==> src/rtl/ef_smsdac_pkg.sv <==
// Shared encodings for the split-segment DAC element shuffler: modes, phases, monitor width.
// Combinational content only; no latency or flow control lives here.
package ef_smsdac_pkg;

   typedef enum logic [1:0] {
      MODE_STATIC = 2'd0,
      MODE_SHAPE1 = 2'd1,
      MODE_SHAPE2 = 2'd2,
      MODE_RANDOM = 2'd3
   } mode_e;

   typedef enum logic [1:0] {
      P0 = 2'd0,
      P1 = 2'd1,
      P2 = 2'd2,
      P3 = 2'd3
   } phase_e;

   localparam int MON_W = 8;
   localparam logic signed [MON_W-1:0] ACC_MAX = 8'sd127;
   localparam logic signed [MON_W-1:0] ACC_MIN = -8'sd127;

endpackage

==> src/rtl/ef_smsdac_seqgen.sv <==
// Split-polarity sequence generator: s is combinational from the current phase/pol state.
// State advances only on accepted odd codes; a mode change forces P0/pol=0 on the next edge.
module ef_smsdac_seqgen
   import ef_smsdac_pkg::*;
(
   input  logic       clk,
   input  logic       rst,
   input  logic [1:0] mode,
   input  logic       r,
   input  logic       adv,
   input  logic       odd,
   output logic       s
);

   phase_e     phase, phase_nxt;
   logic       pol, pol_nxt;
   logic [1:0] mode_q;
   logic       step;

   assign step = adv & odd;

   always_ff @(posedge clk) begin
      if (rst) begin
         phase  <= P0;
         pol    <= 1'b0;
         mode_q <= mode;
      end else begin
         phase  <= phase_nxt;
         pol    <= pol_nxt;
         mode_q <= mode;
      end
   end

   always_comb begin
      s         = 1'b1;
      phase_nxt = phase;
      pol_nxt   = pol;
      case (mode_e'(mode))
         MODE_STATIC: s = 1'b1;
         MODE_RANDOM: s = r;
         MODE_SHAPE1: begin
            if (phase == P0) begin
               s = r;
               if (step) begin
                  pol_nxt   = r;
                  phase_nxt = P1;
               end
            end else begin
               s = ~pol;
               if (step) phase_nxt = P0;
            end
         end
         MODE_SHAPE2: begin
            case (phase)
               P0: begin
                  s = r;
                  if (step) begin
                     pol_nxt   = r;
                     phase_nxt = P1;
                  end
               end
               P1: begin
                  s = ~pol;
                  if (step) phase_nxt = P2;
               end
               P2: begin
                  s = ~pol;
                  if (step) phase_nxt = P3;
               end
               default: begin
                  s = pol;
                  if (step) phase_nxt = P0;
               end
            endcase
         end
         default: s = 1'b1;
      endcase
      // A mode change wins over any advance requested in the same cycle.
      if (mode != mode_q) begin
         phase_nxt = P0;
         pol_nxt   = 1'b0;
      end
   end

endmodule

==> src/rtl/ef_smsdac_mse_sbp.sv <==
// Splits v = x + x_c into two halves y_a + y_b = v; one-cycle registered output, valid/ready skid-free.
// Optional error monitor (err_acc, err_flag) compiled in with EF_SMSDAC_ERRMON_EN.
module ef_smsdac_mse_sbp
   import ef_smsdac_pkg::*;
#(
   parameter int W = 4
) (
   input  logic                    clk,
   input  logic                    rst,
   input  logic [1:0]              mode,
   input  logic                    r,
   input  logic                    in_valid,
   output logic                    in_ready,
   input  logic [W-1:0]            x,
   input  logic                    x_c,
   output logic                    out_valid,
   input  logic                    out_ready,
   output logic [W-1:0]            y_a,
   output logic [W-1:0]            y_b
`ifdef EF_SMSDAC_ERRMON_EN
   ,
   output logic signed [MON_W-1:0] err_acc,
   output logic                    err_flag
`endif
);

   logic [W:0]   v;
   logic [W-1:0] half;
   logic [W-1:0] ya_nxt, yb_nxt;
   logic         acc, odd, s;

   assign v        = {1'b0, x} + (W+1)'(x_c);
   assign odd      = v[0];
   assign half     = v[W:1];
   assign in_ready = ~out_valid | out_ready;
   assign acc      = in_valid & in_ready;

   ef_smsdac_seqgen u_seqgen (
      .clk  (clk),
      .rst  (rst),
      .mode (mode),
      .r    (r),
      .adv  (acc),
      .odd  (odd),
      .s    (s)
   );

   // Odd codes put the extra unit on the half selected by s.
   always_comb begin
      ya_nxt = half;
      yb_nxt = half;
      if (odd) begin
         if (s) ya_nxt = half + 1'b1;
         else   yb_nxt = half + 1'b1;
      end
   end

   always_ff @(posedge clk) begin
      if (rst) begin
         out_valid <= 1'b0;
         y_a       <= '0;
         y_b       <= '0;
      end else if (acc) begin
         out_valid <= 1'b1;
         y_a       <= ya_nxt;
         y_b       <= yb_nxt;
      end else if (out_ready) begin
         out_valid <= 1'b0;
      end
   end

`ifdef EF_SMSDAC_ERRMON_EN
   logic [1:0] mon_mode_q;
   logic       mon_chg, shaped;

   assign mon_chg = (mode != mon_mode_q);
   assign shaped  = (mode == MODE_SHAPE1) || (mode == MODE_SHAPE2);

   always_ff @(posedge clk) begin
      if (rst) begin
         err_acc    <= '0;
         err_flag   <= 1'b0;
         mon_mode_q <= mode;
      end else begin
         mon_mode_q <= mode;
         if (mon_chg) begin
            err_acc <= '0;
         end else if (acc && odd) begin
            if (s && err_acc != ACC_MAX)       err_acc <= err_acc + 8'sd1;
            else if (!s && err_acc != ACC_MIN) err_acc <= err_acc - 8'sd1;
         end
         // Stale accumulator is ignored in the cycle the mode switches.
         if (!mon_chg && shaped && (err_acc > 8'sd1 || err_acc < -8'sd1))
            err_flag <= 1'b1;
      end
   end
`endif

endmodule

==> config.mk <==
export PLATFORM = sky130hd
export DESIGN_NAME = ef_smsdac_mse_sbp
export DESIGN_NICKNAME = d
export VERILOG_FILES = /design/src/rtl/ef_smsdac_pkg.sv /design/src/rtl/ef_smsdac_seqgen.sv /design/src/rtl/ef_smsdac_mse_sbp.sv
export SDC_FILE = /design/constraint.sdc
export NUM_CORES = 1
export LEC_CHECK = 0
export CELL_PAD_IN_SITES_DETAIL_PLACEMENT = 2
export CELL_PAD_IN_SITES_GLOBAL_PLACEMENT = 2
export CORE_MARGIN = 10
export CORE_UTILIZATION = 29
export DETAILED_ROUTE_END_ITERATION = 12
export GPL_ROUTABILITY_DRIVEN = 0
export HOLD_SLACK_MARGIN = 0.05
export PLACE_DENSITY = 0.82
export SLEW_MARGIN = 20
export SYNTH_ARGS = -nofsm -noshare
export SYNTH_HDL_FRONTEND = slang
export SYNTH_HIERARCHICAL = 1
export SYNTH_SLANG_ARGS = --single-unit
==> constraint.sdc <==
create_clock -name clk -period 2.57 [get_ports clk]
set_input_delay 0.514 -clock clk [delete_from_list [all_inputs] [get_ports clk]]
set_output_delay 0.514 -clock clk [all_outputs]
set_load 0.03 [all_outputs]
# Word-level counts from Yosys, hierarchy flattened
# Index checks and enable logic that the tools add are counted.
dict set report word_totals {
  regBits 14
  wordCells 46
}
dict set report op_classes {
  addsub 2
  n_eq_ne 8
  muxes 16
  n_bitwise 5
  reduce_logical 9
}
# operator n
set op_table {}
lappend op_table {{4-bit two-way mux} 4}
lappend op_table {{2-bit two-way mux} 5}
lappend op_table {{2-bit == test (second input constant)} 3}
lappend op_table {{3-bit by 2-bit inequality test with 1-bit output (second input constant)} 2}
lappend op_table {{2-bit case mux with 3 select lines} 1}
lappend op_table {{3-bit AND reduction} 2}
lappend op_table {{2-bit OR reduction} 3}
lappend op_table {{4-bit by 1-bit adder with 5-bit output} 1}
lappend op_table {{4-bit by 1-bit adder with 4-bit output (second input constant)} 1}
lappend op_table {{2-bit by 1-bit == test with 1-bit output (second input constant)} 2}
lappend op_table {{2-bit zero test} 2}
lappend op_table {{1-bit case mux with 4 select lines} 1}
lappend op_table {{2-bit case mux with 2 select lines} 1}
lappend op_table {{2-bit nonzero test} 2}
lappend op_table {{1-bit two-way mux} 3}
lappend op_table {{1-bit AND} 2}
lappend op_table {{2-bit inequality test} 1}
lappend op_table {{1-bit inverter} 2}
lappend op_table {{1-bit case mux with 2 select lines} 1}
lappend op_table {{1-bit OR} 1}

# Longest topological paths before layout
dict set report logic_depth {
  depth_word 7
  depth_mapped 9
  mapped_depth_nobuf 9
}

# Modules after synthesis
# The synthesis kept the hierarchy.
# module instances cells_per_inst area_per_inst_um2
set by_module_without_submodules {}
lappend by_module_without_submodules {ef_smsdac_mse_sbp 1 61 545.5}
lappend by_module_without_submodules {ef_smsdac_seqgen 1 44 417.9}

# Worst setup path after synthesis
# No wires, ideal clock.
dict set report synth_path {
  kind {input to register}
  start {in mode[1]}
  end {reg y_b[2]}
  setup_time_ps 62
  t_arrival_ps 2208
  path_slack_ps 300
  path_stages 9
  n_path_buf 0
  cell_sequence {inv_1 -> ha_1 -> a21o_1 -> a221o_1 -> a21o_1 -> and2b_1 -> nand2_1 -> or4_1 -> nand3_1}
}
dict set report synth_between {
  elab_chain_len 4
}
# element line
set synth_rtl {}
lappend synth_rtl {{start: declaration} ef_smsdac_mse_sbp.sv:10} ;# input logic [1:0] mode,
lappend synth_rtl {{2-bit == test (tied with other cells)} ef_smsdac_seqgen.sv:38} ;# case (mode_e'(mode))
lappend synth_rtl {{1-bit case mux with 4 select lines *} ef_smsdac_seqgen.sv:38}
lappend synth_rtl {{net s} ef_smsdac_mse_sbp.sv:30} ;# logic acc, odd, s;
lappend synth_rtl {{4-bit two-way mux *} ef_smsdac_mse_sbp.sv:53} ;# if (s) ya_nxt = half + 1'b1;
lappend synth_rtl {{4-bit two-way mux *} ef_smsdac_mse_sbp.sv:52} ;# if (odd) begin
lappend synth_rtl {{end signal: assignment} ef_smsdac_mse_sbp.sv:66} ;# y_b <= yb_nxt;
lappend synth_rtl {{end: declaration} ef_smsdac_mse_sbp.sv:19} ;# output logic [W-1:0] y_b
# The timed path passes the listed nets; every way through them passes the cells marked *.
# A chain may end at the register's enable or synchronous reset.

# Worst setup path in the final report
# Ends and elaborated chain as after synthesis.

==> impl_metrics.toml <==
[status]
status = "finished clean"

[cts]
root_buffer = "clkbuf_4"
cts_tree = "done"
cts_made_buffers = 3
clock_sinks = 14
htree_levels = 1
clk_pin_slew_ns = 0.08
ctsLongestPathBuffers = 2
post-cts-setup-buffers = 0
cts-resized-gates = 1
clk_latency_ns = 0.28
ctsHoldBuffers = 0

[worst_hold_path]
min_path_type = "reg -> reg"
holdPathStages = 2

[sta]
whs_ns = 0.477
slew-limit-headroom_pct = 64.8
final-setup-viol-count = 0
final.setup.tns_ns = 0
tightestPinTransition_ns = 0.526
max_freq_mhz = 430
clock_skew_ns = 0.00895
rsz0062_at_grt = "false"
drv_slew = 0
period_minus_slack_ns = 2.33
fin_crit_sh_pct = 90.6
final.setup.worst_slack_ns = 0.242
final_hold_viol_count = 0

[die]
core-area_um2 = 3130
die-height_um = 77.6
die_w_um = 77.6
die-area_um2 = 6030
start_util_pct = 30.8
io_pins = 22
rows = 20

[worst_setup_path]
ff2ff_path_depth = 9
worst-path-max-fanout = 4
reg2reg_to = "y_b[2]"
path_cells = "dlygate4sd2_1 -> inv_1 -> ha_1 -> a21o_1 -> a221o_1 -> a21o_1 -> and2b_1 -> nand2_1 -> or4_1 -> nand3_1"
r2r_setup_slack_ns = 0.26
crit_arrival_ns = 2.55
path_depth = 10
worstSetupPathType = "in -> reg"
critPathRequiredTime_ns = 2.79
worstSetupStartpoint = "mode[1]"
path_buf_inv = 2
critPathSlowestCell = "or4_1"
critical_path.endpoint = "y_b[2]"
endpoint_kind = "flip-flop"
cp-start-kind = "input port"
crit_top_cell = "a21o_1"
max_stage_delay_ns = 0.41
crit_family = "simple AND/OR/NAND/NOR gates"

[detailed_routing]
first_pass_iters = 4
first_iter_violations = 42
drc_errors = 0
wl_per_cell_um = 16.2
antenna_left = 0
viasPerCell = 5.03
vias = 921
routed_wl_mm = 2.97

[global_routing]
grt_use_total_pct = 10.2
grt_pass1_wl_mm = 5.16
grt_pass1_vias = 1019
use_met2_pct = 20.1
grt_start_max_net_pins = 15
grtUsageMet3_pct = 3.23
gr-max-usage-layer = "met2"
grtUsageMet1_pct = 10.7
antenna_found_initial = 0
gr-total-overflow = 0

[place]
postPlaceCellArea_um2 = 1300
numPortBuffers = 21
dpl_worst_slack_ns = -0.335
dp_hpwl_mm = 2.52

[cells_and_area]
layout_commonest_cell = "clkdlybuf4s50_1"
diodes = 0
final_cell_mix = "19 x clkdlybuf4s50_1, 14 x dfxtp_1, 11 x ha_1, 11 x buf_4"
final_core_util_pct = 42.8
layout-drive-gt1-share_pct = 17.3
fin_area_um2 = 1340
nets = 163
area_growth_pct = 38.8

[synthesis]
synth_area_leaders = "dfxtp_1 29%, ha_1 14%, nand4b_1 4.5%"
synth_ff_type = "dfxtp_1"
synth-seq-area-share_pct = 29.1
synth-edff-count = 0
synth_top_area_share_pct = 29.1
synth_async_sr_flop_share_pct = 0
synth_top_area_cell = "dfxtp_1"
ys_seq_elements = 14
synth_warnings = 6
synthCells = 105
synth.avg_cell_area_um2 = 9.18
syn_area_um2 = 963
ys_types = 36
syn-num-nets = 128

[pwr]
power_density_nw_per_um2 = 450
p_leak_nw = 0.550
ir_worst_vdd_mv = 0.273

[run]
cap_violations = 0
## tightest hold or removal path, delay by kind of cell (launching register included)
kind / cells / cell delay [ns]
DFF: 1 / 0.32
AOI/OAI and AO/OA: 1 / 0.06
and+or+nand+nor: 1 / 0.06
## registers in the layout, indices dropped and copies added, names as in the netlist, named ones only
register,count
y_b,4
u_seqgen/pol,1
u_seqgen/phase,1
u_seqgen/mode_q,2
out_valid,1
y_a,4
## per-layer routing
| layer | up-vias | wire length (um) |
|---|---|---|
| met2 | 16 | 1650 |
| met4 | 0 | 8 |
| met1 | 452 | 1220 |
| li1 | 451 | - |
| met3 | 2 | 90 |
| met5 | - | 0 |
## final cells by class
cell class / count / area (um^2)
timing repair buffer: 32 / 294
multi-input combinational: 81 / 642
clock buffer: 4 / 36.3
sequential: 14 / 280
tap: 44 / 55.1
inverter: 8 / 30.0
fill: 358 / 1790
## metrics by stage
stage	instances	power, mW
2_1_floorplan	105	0.357
3_3_place_gp	179	0.437
3_5_place_dp	179	0.447
4_1_cts	183	0.611
5_1_grt	183	0.643
6_report	183	0.602
## where the power goes
part / total [mW] / internal (mW) / switching, mW
Combinational: 0.200 / 0.0930 / 0.107
Sequential: 0.239 / 0.231 / 0.00760
Clock: 0.163 / 0.0862 / 0.0771
## synth_stat cells (2+ instances only)
cell and instances:
dfxtp_1 14, ha_1 11, inv_1 8, nor2_1 8, nand2_1 5, nand3_1 5
nand4b_1 5, xnor2_1 4, a211oi_1 3, a21oi_1 3, mux2i_1 3, o21ai_0 3
a2111oi_2 2, a21o_1 2, a311oi_1 2, nand2_2 2, nand2b_1 2, nand3b_1 2
o211ai_1 2, or4_1 2, xor2_1 2
## how the worst min path moves through the flow
stage	startpoint	to	slack, ns
after floorplan	u_seqgen/phase[1]	u_seqgen/phase[1]	0.48
after global placement	y_b[1]	y_b[1]	0.45
after detailed placement	y_b[1]	y_b[1]	0.47
after CTS	y_b[1]	y_b[1]	0.49
after global routing	mode[0]	u_seqgen/mode_q[0]	0.49
final	y_b[1]	y_b[1]	0.48
## kinds of logic after synthesis
| kind of cell | after synthesis | synth area share, % |
|---|---|---|
| AO/OA/AOI/OAI | 23 | 19.2 |
| XOR/XNOR | 6 | 5.45 |
| adder cells (fa/ha/maj) | 11 | 14.3 |
| buffers and inverters | 10 | 4.29 |
| flip-flops | 14 | 29.1 |
| multiplexers | 3 | 3.12 |
| AND/OR/NAND/NOR | 38 | 24.5 |
(Power assumes the default switching activity.)
==> RTL change: new RTL, same settings <==
Add a define of `EF_SMSDAC_ERRMON_EN`.
--- a/src/rtl/ef_smsdac_mse_sbp.sv
+++ b/src/rtl/ef_smsdac_mse_sbp.sv
@@ -2,2 +2,4 @@
 // Optional error monitor (err_acc, err_flag) compiled in with EF_SMSDAC_ERRMON_EN.
+`define EF_SMSDAC_ERRMON_EN
+
 module ef_smsdac_mse_sbp
Formal check against the unedited RTL (old outputs only; new: err_acc and err_flag): equivalent (equiv_simple and equiv_induct, registers matched by name and starting in step).
==> RTL change against the unedited design <==
  * Final cell count up 72%
  * Design area up 66%
  * Fmax down 7.0%
  * Sequential cell count up 11
  * Synthesized area up 68%
  * Power up 59%
  * Wire length up 79%
  * Via count up 73%
  * Worst setup slack worse by 0.18 ns
==> RTL change: results (changes against the unedited design) <==
| Metric | Value |
|---|---|
| Outcome | `finished, final reports clean` |
| Met3 Wirelength | `198 um (+120%)` |
| Worst-margin pin slew | `0.449 ns (-0.0771 ns)` |
| All-layer global routing usage | `12.2% (+1.9 points)` |
| Placed cell area | `2140 um^2 (+64%)` |
| Signal inverters | `11 (+3)` |
| Port Buf Inserts | `30 (+43%)` |
| 1st-iter DRT viols | `48 (+14%)` |
| CP Data Arrival Time | `2.71 ns (+0.16 ns)` |
| Sequential area share after synthesis | `31.0% (+1.9 points)` |
| Crit-path max FO | `5 (+1)` |
| Seq cells | `25 (+11)` |
| Via Count | `1591 (+73%)` |
| Drt total wl | `5320 um (+79%)` |
| VDD IR max | `0.183 mV (-33%)` |
| Detailed placement HPWL | `4180 um (+66%)` |
| Well Taps | `72 (+64%)` |
| Crit-path slowest cell | `or3_4` |
| Synth cell count leaders | `dfxtp_1 (25), nor2_1 (21), nand2_1 (18)` |
| First-pass GRT wire length | `8810 um (+71%)` |
| Fillers | `641 (+79%)` |
| Share of layout cells above drive strength 1 | `18.5% (+1.3 points)` |
| Non-Clock Buffer Count | `52 (+63%)` |
| Non-clock buffering overhead | `21.1% (-0.84 points)` |
| R2R setup slack | `0.12 ns (-0.14 ns)` |
| Met1 wire length | `2220 um (+82%)` |
| Pleak | `0.900 nW (+64%)` |
## RTL change: report_power, final
group	leakage, nW	switching (mW)	internal (mW)
combinational	0.669	0.158	0.139
clock	0.0255	0.135	0.109
sequential	0.205	0.0143	0.405
total	0.900	0.308	0.653
## RTL change: final timing paths
| path | from | endpoint | cells past startpoint |
|---|---|---|---|
| worst max-delay path | mode[0] | err_acc[7]$_SDFFE_PP0P_ | 10 |
| worst min-delay path | y_a[2]$_SDFFE_PP0P_ | y_a[2]$_SDFFE_PP0P_ | 2 |
| worst max register to register | register | err_acc[7]$_SDFFE_PP0P_ | 10 |
| worst min register to register | y_a[2]$_SDFFE_PP0P_ | y_a[2]$_SDFFE_PP0P_ | 2 |
## RTL change: cells by family after synthesis
logic type / share of synthesized area (%)
AOI/OAI and AO/OA: 15.1
xor gates and xnor gates: 6.50
and+or+nand+nor: 27.2
DFF: 31.0
buffers and inverters: 4.72
muxes: 4.64
adders and majority gates: 10.8
